===== config.mk =====
export PLATFORM = sky130hd
export DESIGN_NAME = elvds_iddr_rx
export DESIGN_NICKNAME = d
export VERILOG_FILES = /design/src/rtl/elvds_rx_pkg.sv /design/src/rtl/elvds_rx_frontend.sv /design/src/rtl/elvds_iddr_rx.sv
export SDC_FILE = /design/constraint.sdc
export NUM_CORES = 1
export LEC_CHECK = 0
export CORE_MARGIN = 3
export CORE_UTILIZATION = 30
export CTS_CLUSTER_SIZE = 10
export DETAILED_ROUTE_END_ITERATION = 6
export GPL_ROUTABILITY_DRIVEN = 0
export GPL_TIMING_DRIVEN = 0
export PLACE_DENSITY_LB_ADDON = 0.1
export SLEW_MARGIN = 20
export SYNTH_ARGS = -nofsm -noshare
export SYNTH_HDL_FRONTEND = slang
export SYNTH_HIERARCHICAL = 1
export SYNTH_SLANG_ARGS = --single-unit

===== constraint.sdc =====
create_clock -name clk -period 3 [get_ports clk]
set_input_delay 0.45 -clock clk [delete_from_list [all_inputs] [get_ports clk]]
set_output_delay 0.45 -clock clk [all_outputs]
set_load 0.02 [all_outputs]

===== src/rtl/elvds_rx_pkg.sv =====
// rtl/elvds_rx_pkg.sv - shared framing state and default link parameters for the ELVDS receiver
package elvds_rx_pkg;

  typedef enum logic [1:0] {
    HUNT  = 2'd0,
    LOCK  = 2'd1,
    CHECK = 2'd2
  } rx_state_t;

  localparam logic [7:0] DEF_SYNC_WORD = 8'hA5;
  localparam int unsigned DEF_FRAME_LEN = 4;
  localparam int unsigned DEF_MAX_MISS  = 2;

endpackage


===== src/rtl/elvds_rx_frontend.sv =====
// rtl/elvds_rx_frontend.sv - differential input buffer and DDR capture, one bit pair per clk
module elvds_rx_frontend (
  input  logic clk,
  input  logic rst_n,
  input  logic elvds_p,
  input  logic elvds_n,
  output logic q0,
  output logic q1
);

  logic din;
  logic fall_q;

  // Differential receiver: a '1' is true leg high with complement low.
  assign din = elvds_p & ~elvds_n;

  // Earlier bit is captured on the falling edge, later bit on the rising edge.
  always_ff @(negedge clk) begin
    if (!rst_n) begin
      fall_q <= 1'b0;
    end else begin
      fall_q <= din;
    end
  end

  always_ff @(posedge clk) begin
    if (!rst_n) begin
      q0 <= 1'b0;
      q1 <= 1'b0;
    end else begin
      q0 <= fall_q;
      q1 <= din;
    end
  end

endmodule


===== src/rtl/elvds_iddr_rx.sv =====
// rtl/elvds_iddr_rx.sv - DDR deserialiser with sync-word framing, lock tracking and payload strobes
module elvds_iddr_rx
  import elvds_rx_pkg::*;
#(
  parameter logic [7:0]  SYNC_WORD = DEF_SYNC_WORD,
  parameter int unsigned FRAME_LEN = DEF_FRAME_LEN,
  parameter int unsigned MAX_MISS  = DEF_MAX_MISS
) (
  input  logic       clk,
  input  logic       rst_n,
  input  logic       elvds_p,
  input  logic       elvds_n,
  output logic [7:0] data_o,
  output logic       valid_o,
  output logic       frame_start_o,
  output logic       locked_o,
  output logic [3:0] miss_cnt_o
);

  localparam logic [7:0] LAST_WC  = 8'(FRAME_LEN - 1);
  localparam logic [3:0] MISS_LIM = 4'(MAX_MISS);

  logic       q0;
  logic       q1;
  logic [8:0] sr;
  logic       phase;
  logic [1:0] slot;
  logic [7:0] wc;
  logic [3:0] miss_cnt;
  logic [3:0] miss_inc;
  logic [7:0] cand;
  logic       hit0;
  logic       hit1;
  logic       word_done;
  logic       cand_sync;
  logic       emit;
  logic       emit_first;
  logic       lose_lock;
  rx_state_t  state;
  rx_state_t  state_nxt;

  elvds_rx_frontend u_frontend (
    .clk     (clk),
    .rst_n   (rst_n),
    .elvds_p (elvds_p),
    .elvds_n (elvds_n),
    .q0      (q0),
    .q1      (q1)
  );

  // Only sr[8:0] ever feeds a candidate, so the oldest stored bit is bit 8.
  assign hit0      = (sr[7:0] == SYNC_WORD);
  assign hit1      = (sr[8:1] == SYNC_WORD);
  assign cand      = phase ? sr[8:1] : sr[7:0];
  assign word_done = (slot == 2'd3);
  assign cand_sync = (cand == SYNC_WORD);
  assign miss_inc  = miss_cnt + 4'd1;

  always_ff @(posedge clk) begin
    if (!rst_n) begin
      state <= HUNT;
    end else begin
      state <= state_nxt;
    end
  end

  always_comb begin
    state_nxt = state;
    case (state)
      HUNT:    if (hit0 || hit1) state_nxt = LOCK;
      LOCK:    if (word_done && (wc == LAST_WC)) state_nxt = CHECK;
      CHECK:   if (word_done) state_nxt = lose_lock ? HUNT : LOCK;
      default: state_nxt = HUNT;
    endcase
  end

  always_comb begin
    emit       = (state == LOCK) && word_done;
    emit_first = emit && (wc == 8'd0);
    lose_lock  = (state == CHECK) && word_done && !cand_sync && (miss_inc == MISS_LIM);
  end

  always_ff @(posedge clk) begin
    if (!rst_n) begin
      sr            <= '0;
      phase         <= 1'b0;
      slot          <= 2'd0;
      wc            <= 8'd0;
      miss_cnt      <= 4'd0;
      data_o        <= 8'd0;
      valid_o       <= 1'b0;
      frame_start_o <= 1'b0;
      locked_o      <= 1'b0;
    end else begin
      sr            <= {sr[6:0], q0, q1};
      valid_o       <= emit;
      frame_start_o <= emit_first;
      locked_o      <= (state != HUNT);
      if (emit) begin
        data_o <= cand;
      end
      case (state)
        HUNT: begin
          if (hit0 || hit1) begin
            phase    <= !hit0;
            slot     <= 2'd0;
            wc       <= 8'd0;
            miss_cnt <= 4'd0;
          end
        end
        LOCK: begin
          slot <= slot + 2'd1;
          if (word_done) begin
            wc <= (wc == LAST_WC) ? 8'd0 : wc + 8'd1;
          end
        end
        CHECK: begin
          slot <= slot + 2'd1;
          // A missed sync slot is consumed so the following frame keeps its timing.
          if (word_done) begin
            if (cand_sync || lose_lock) begin
              miss_cnt <= 4'd0;
            end else begin
              miss_cnt <= miss_inc;
            end
          end
        end
        default: ;
      endcase
    end
  end

  assign miss_cnt_o = miss_cnt;

endmodule


# Word-level counts from Yosys, hierarchy flattened
# Index checks and enable logic that the tools add are counted.
# classes
add_sub_neg	3
n_eq_ne	12
muxes	17
n_bitwise	2
n_reduce_logical	22
# ops
op	n
8-bit two-way mux	4
8-bit equality test (second input constant)	3
8-bit case mux with 2 select lines	1
4-bit two-way mux	3
3-bit AND reduction	3
8-bit by 1-bit adder with 8-bit output (second input constant)	1
8-bit by 2-bit equality test with 1-bit output (second input constant)	1
8-bit logical NOT	1
2-bit two-way mux	4
2-bit != test (second input constant)	4
4-bit case mux with 2 select lines	1
2-bit nonzero test	4
1-bit logical AND	6
2-bit case mux with 3 select lines	1
4-bit by 1-bit adder with 4-bit output (second input constant)	1
2-bit equality test (second input constant)	2
4-bit by 2-bit equality test with 1-bit output (second input constant)	1
2-bit case mux with 2 select lines	1
2-bit AND reduction	2
2-bit by 1-bit adder with 2-bit output (second input constant)	1
2-bit by 1-bit equality test with 1-bit output (second input constant)	1
1-bit logical NOT	2
2-bit logical NOT	1
1-bit logical OR	2
other kinds (4)	5
# totals
regBits	40
in_bits	4
out_inout_bits	15

# Logic depth before layout (Yosys ltp)
# Gate-level depths: netlist of the first run.
# depth
ltp_word	9
ltp_mapped	8
ltp_nobuf	7

# Hierarchy
# Netlist of the first run, hierarchy kept.
# by_module_without_submodules
module	n_inst	cells_per_inst	area_per_inst_um2
elvds_iddr_rx	1	192	1779.2
elvds_rx_frontend	1	6	78.8

==> results of run 1 <==
power by group through the flow:
stage / combinational [W] / sequential [W] / clock (W)
final: 0.000453 / 0.000584 / 0.000388
after global routing: 0.000517 / 0.000588 / 0.000426
after CTS: 0.000455 / 0.000583 / 0.000408
after detailed placement: 0.000452 / 0.000595 / 0.00000417
after global placement: 0.000453 / 0.000597 / 0.00000417
after floorplan: 0.000337 / 0.000595 / 0.00000417
cells in the mapped netlist, types with 2 or more instances:
master and count:
sky130_fd_sc_hd__dfxtp_1 40, sky130_fd_sc_hd__nor2_1 22, sky130_fd_sc_hd__and2_1 11, sky130_fd_sc_hd__a211oi_1 10, sky130_fd_sc_hd__a21oi_1 10, sky130_fd_sc_hd__mux2i_1 10
sky130_fd_sc_hd__ha_1 9, sky130_fd_sc_hd__nand3_1 9, sky130_fd_sc_hd__inv_1 8, sky130_fd_sc_hd__nand2_1 7, sky130_fd_sc_hd__o21ai_0 7, sky130_fd_sc_hd__clkbuf_1 5
sky130_fd_sc_hd__and4bb_2 4, sky130_fd_sc_hd__nor3_1 3, sky130_fd_sc_hd__xnor2_1 3, sky130_fd_sc_hd__xor2_1 3, sky130_fd_sc_hd__a21o_1 2, sky130_fd_sc_hd__a22oi_1 2
sky130_fd_sc_hd__and3_1 2, sky130_fd_sc_hd__nand2b_1 2, sky130_fd_sc_hd__nor2b_1 2, sky130_fd_sc_hd__or4_1 2, sky130_fd_sc_hd__or4bb_1 2
area by class of cell:
class | count | share of cell area (%)
sequential | 40 | 36.0
timing repair buffer | 18 | 8.09
tap | 75 | 4.21
inverter | 8 | 1.35
buffer | 6 | 1.01
multi-input combinational | 143 | 44.9
clock inverter | 3 | 0.730
clock buffer | 6 | 3.71
state kept, by name (all words and copies together) (netlist names), 2 cells and up:
| name | cells |
|---|---|
| data_o | 8 |
| miss_cnt_o | 4 |
| slot | 2 |
| sr | 9 |
| state | 2 |
| wc | 8 |
metrics by stage:
stage                     hold slack [ns]  setup slack (ns)  instance area [um2]  total power, W
after global placement              0.414            0.0941                 2130         0.00105
after floorplan                     0.412             0.773                 1860        0.000937
final                               0.437             0.466                 2230         0.00142
after detailed placement            0.418            0.0743                 2130         0.00105
after CTS                           0.439             0.443                 2230         0.00145
after global routing                0.484             0.404                 2230         0.00153
logic make-up (layout without fill, tap and decap cells):
family / Yosys count / after routing / share of synthesized area, %
compound gates: 45 / 45 / 17.4
xor+xnor: 6 / 6 / 2.83
buf+inv: 15 / 41 / 3.03
flops: 40 / 40 / 43.1
simple gates: 73 / 73 / 22.2
mux: 10 / 10 / 5.39
fa+ha+maj: 9 / 9 / 6.06
worst max path at each step:
stage / start / endpoint / slack (ns) / cells past startpoint
after floorplan: rst_n / u_frontend/fall_q / 0.77 / 1
after global placement: rst_n / u_frontend/fall_q / 0.09 / 2
after detailed placement: rst_n / u_frontend/fall_q / 0.07 / 2
after CTS: rst_n / u_frontend/fall_q / 0.44 / 2
after global routing: rst_n / u_frontend/fall_q / 0.40 / 2
final: rst_n / u_frontend/fall_q / 0.47 / 2
worst register-to-register path, stage by stage (launching register included):
cell,delay (ns)
sky130_fd_sc_hd__dfxtp_1,0.33
sky130_fd_sc_hd__inv_1,0.11
sky130_fd_sc_hd__ha_1,0.15
sky130_fd_sc_hd__clkbuf_1,0.34
sky130_fd_sc_hd__mux2i_1,0.26
sky130_fd_sc_hd__a21o_1,0.30
sky130_fd_sc_hd__o21ai_1,0.46
sky130_fd_sc_hd__nor2_1,0.10
per-layer routing:
metal  part of all wire [%]  vias to the layer above
li1                       -                      760
met4                    1.6                        0
met2                     41                       23
met1                     54                      680
met5                      0                        -
met3                    3.5                        6
==> reports/summary.md, run 1 <==
The starting density of the core came out at 31.2%. The biggest area consumer among synthesized cells was sky130_fd_sc_hd__dfxtp_1. Setup violations remaining at the end of the flow were counted as 0. The worst hold path terminates at sr[1]. The worst register-to-register path ends at wc[0]. The number of buffers added on ports is 18. The delay of the slowest cell on the worst path was 0.55 ns.

The final non-filler cell total is 299, and the number of synthesized flops with an enable pin is 0. The number of storage elements in the synthesis netlist was 40. IR analysis of the VDD net gives a maximum drop of 0.206 mV. In this run the power density over the cells is 639 nW/um2. The logs give 0 for the total of cells resized after clock tree synthesis and 27.2% for the clock group share of total power. Setup repair after global routing left no endpoint under its margin. The run gives 1,465 as the number of global-route vias before repair.

The flow ran to the end, and the final reports show no timing, DRC or antenna violations. The internal power of the cells was 0.000926 W; the number of slew-limit violations in the final report was 0. The signal on the critical path passes through clkdlybuf4s50_1 > and3b_1. The tools report the net switching component of the power as 0.000499 W. Yosys attributes the largest share of cell area to sky130_fd_sc_hd__dfxtp_1 (43%), sky130_fd_sc_hd__ha_1 (6.1%), sky130_fd_sc_hd__mux2i_1 (5.4%). Buffers inserted during clock tree synthesis total 5.

Grouping stages by cell kind, the critical path spends the most delay in buffers and inverters. The global routing usage on met2 is 17.9%. The transition time at the pin with the least slew margin came out at 0.631 ns. The critical path endpoint category was a flip-flop. STA classifies the critical path startpoint as an input pin.

Number of instances on the worst hold path: 1. In this run the most used layer during global routing was met2. The cell count of the worst reg-to-reg path is 7. The combinational share of power is 31.8%, and the total number of placement rows is 28.

The cell with the biggest individual delay on the critical path was sky130_fd_sc_hd__clkdlybuf4s50_1. Summing all multi-input logic gate instances after layout gives 1000 um2. The post-CTS clock slew at the launch and capture registers of the worst setup and hold paths is 0.08 ns.

For met1 alone, demand over resource in global routing was 17.6%. The sequential share of power is 41.0%, and the met3 usage in global routing is 3.24%. The number of unique standard cell types used by synthesis was 46. The die boundary height is 84.7 um, and the placeable core region is 5960 um2. The top-area cell type share of the netlist area is 43.1%.

The die covers 7170 um2. After routing, the total negative slack on setup checks comes to 0 ns. The per-cell routed wire length was 13.2 um. TritonCTS built the clock tree.

The remaining max-slew budget at the tightest pin is 57.9%. The tools report the count of routing violations after the opening detailed-route iteration as 41. The min-delay analysis places its worst path in the category flip-flop to flip-flop. In the layout the commonest cells are sky130_fd_sc_hd__dfxtp_1 (40), sky130_fd_sc_hd__nor2_1 (22), sky130_fd_sc_hd__clkdlybuf4s50_1 (18). Cells with a size suffix above 1 make up 7.59% of the layout.

For this run, the leading register cell type out of synthesis is sky130_fd_sc_hd__dfxtp_1. For the worst setup path, the data required time is 1.73 ns. The clock latency at the later pin of the worst-skew pair came out at 0.35 ns.

The number of sinks on the clock net was 40. The logs give 1,469 for the via total after detailed routing and 211 for the net count of the mapped netlist. After synthesis, the share of flip-flops with an asynchronous set or reset is 0%. Post-CTS timing repair inserted 0 buffers for setup. Once placement completed, the tool counted placed cells totaling 291. Sequential cells were found to cover 43.1% of the synthesized design area. Dividing the detail-routed via count by the number of cells gives 4.91.

The most common library cell in the layout ignoring fill and taps is sky130_fd_sc_hd__dfxtp_1. The logs give 0.0554 ns for the setup clock skew after layout and 0.777 nW for the leakage power figure. In this run the remaining antenna-violating nets after routing total 0. In this run switching power makes up 35.0% of total power.

The number of fill cells was 618; the critical-path maximum fanout was 6. The combined buffer and inverter count along the critical path was 1; the number of nets in the finished design was 236. Number of hold violations in the final report: 0. In this run the mean area of a mapped cell was 9.38 um2. In the global route stage, overall resource usage came out at 12.3%. The synthesis-to-finish area growth is 19.9%. The tools report the launch instance of the worst min-delay path as u_frontend/q0. The initial antenna violation count came out at 0. The cell chosen for the clock root was sky130_fd_sc_hd__clkbuf_8.

In this run the count of I/O pins placed on the die edge is 19. After detailed routing, the number of remaining DRC violations is 0. The detailed-router iteration count before antenna repair came out at 4. The H-tree generated during clock tree synthesis spans 2 levels. Max-cap violations in this run came to 0. Measured along the x axis, the die boundary spans 84.7 um. For the count of yosys warnings during synthesis, the log shows 6.

The final core area utilization was 37.4%. The first-pass GRT wire length is 7090 um. For flop-to-flop paths, the worst setup slack is 0.83 ns. The gate count after technology mapping is 198.

The startpoint identified for the worst register-to-register timing path is state[0]. Global routing finished with a remaining overflow of 0. The logs give 0 for the number of buffers inserted for hold repair after clock tree synthesis and 3960 um for the total wire length. The maximum number of pins on one net before global-route repair is 14, and the total inserted antenna cells is 0. The worst setup path is of the input pin to flip-flop kind. The wire-length estimate of the detail-placed layout is 2890 um.

Summing every instance area after synthesis gives 1860 um2. Register area: 801 um2. The logs give 2 for the maximum number of buffers from clock root to sink and 1.27 ns for the data arrival time of the worst path.
(Power assumes the default switching activity.)
==> run 2: changes to the inputs <==
==> constraint.sdc (replaced) <==
create_clock -name clk -period 2.66 [get_ports clk]
set_input_delay 0.399 -clock clk [delete_from_list [all_inputs] [get_ports clk]]
set_output_delay 0.399 -clock clk [all_outputs]
set_load 0.02 [all_outputs]
==> results of run 2 <==
Same layout as run 1 (identical final DEF). Status: finished clean.
Main changes from that run: setup slack after placement 0.0743 ns -> -0.0447 ns; setup slack after layout 0.466 ns -> 0.347 ns; register-to-register setup slack 0.83 ns -> 0.49 ns; total power 0.00142 W -> 0.00161 W; worst IR drop on VDD 0.206 mV -> 0.232 mV
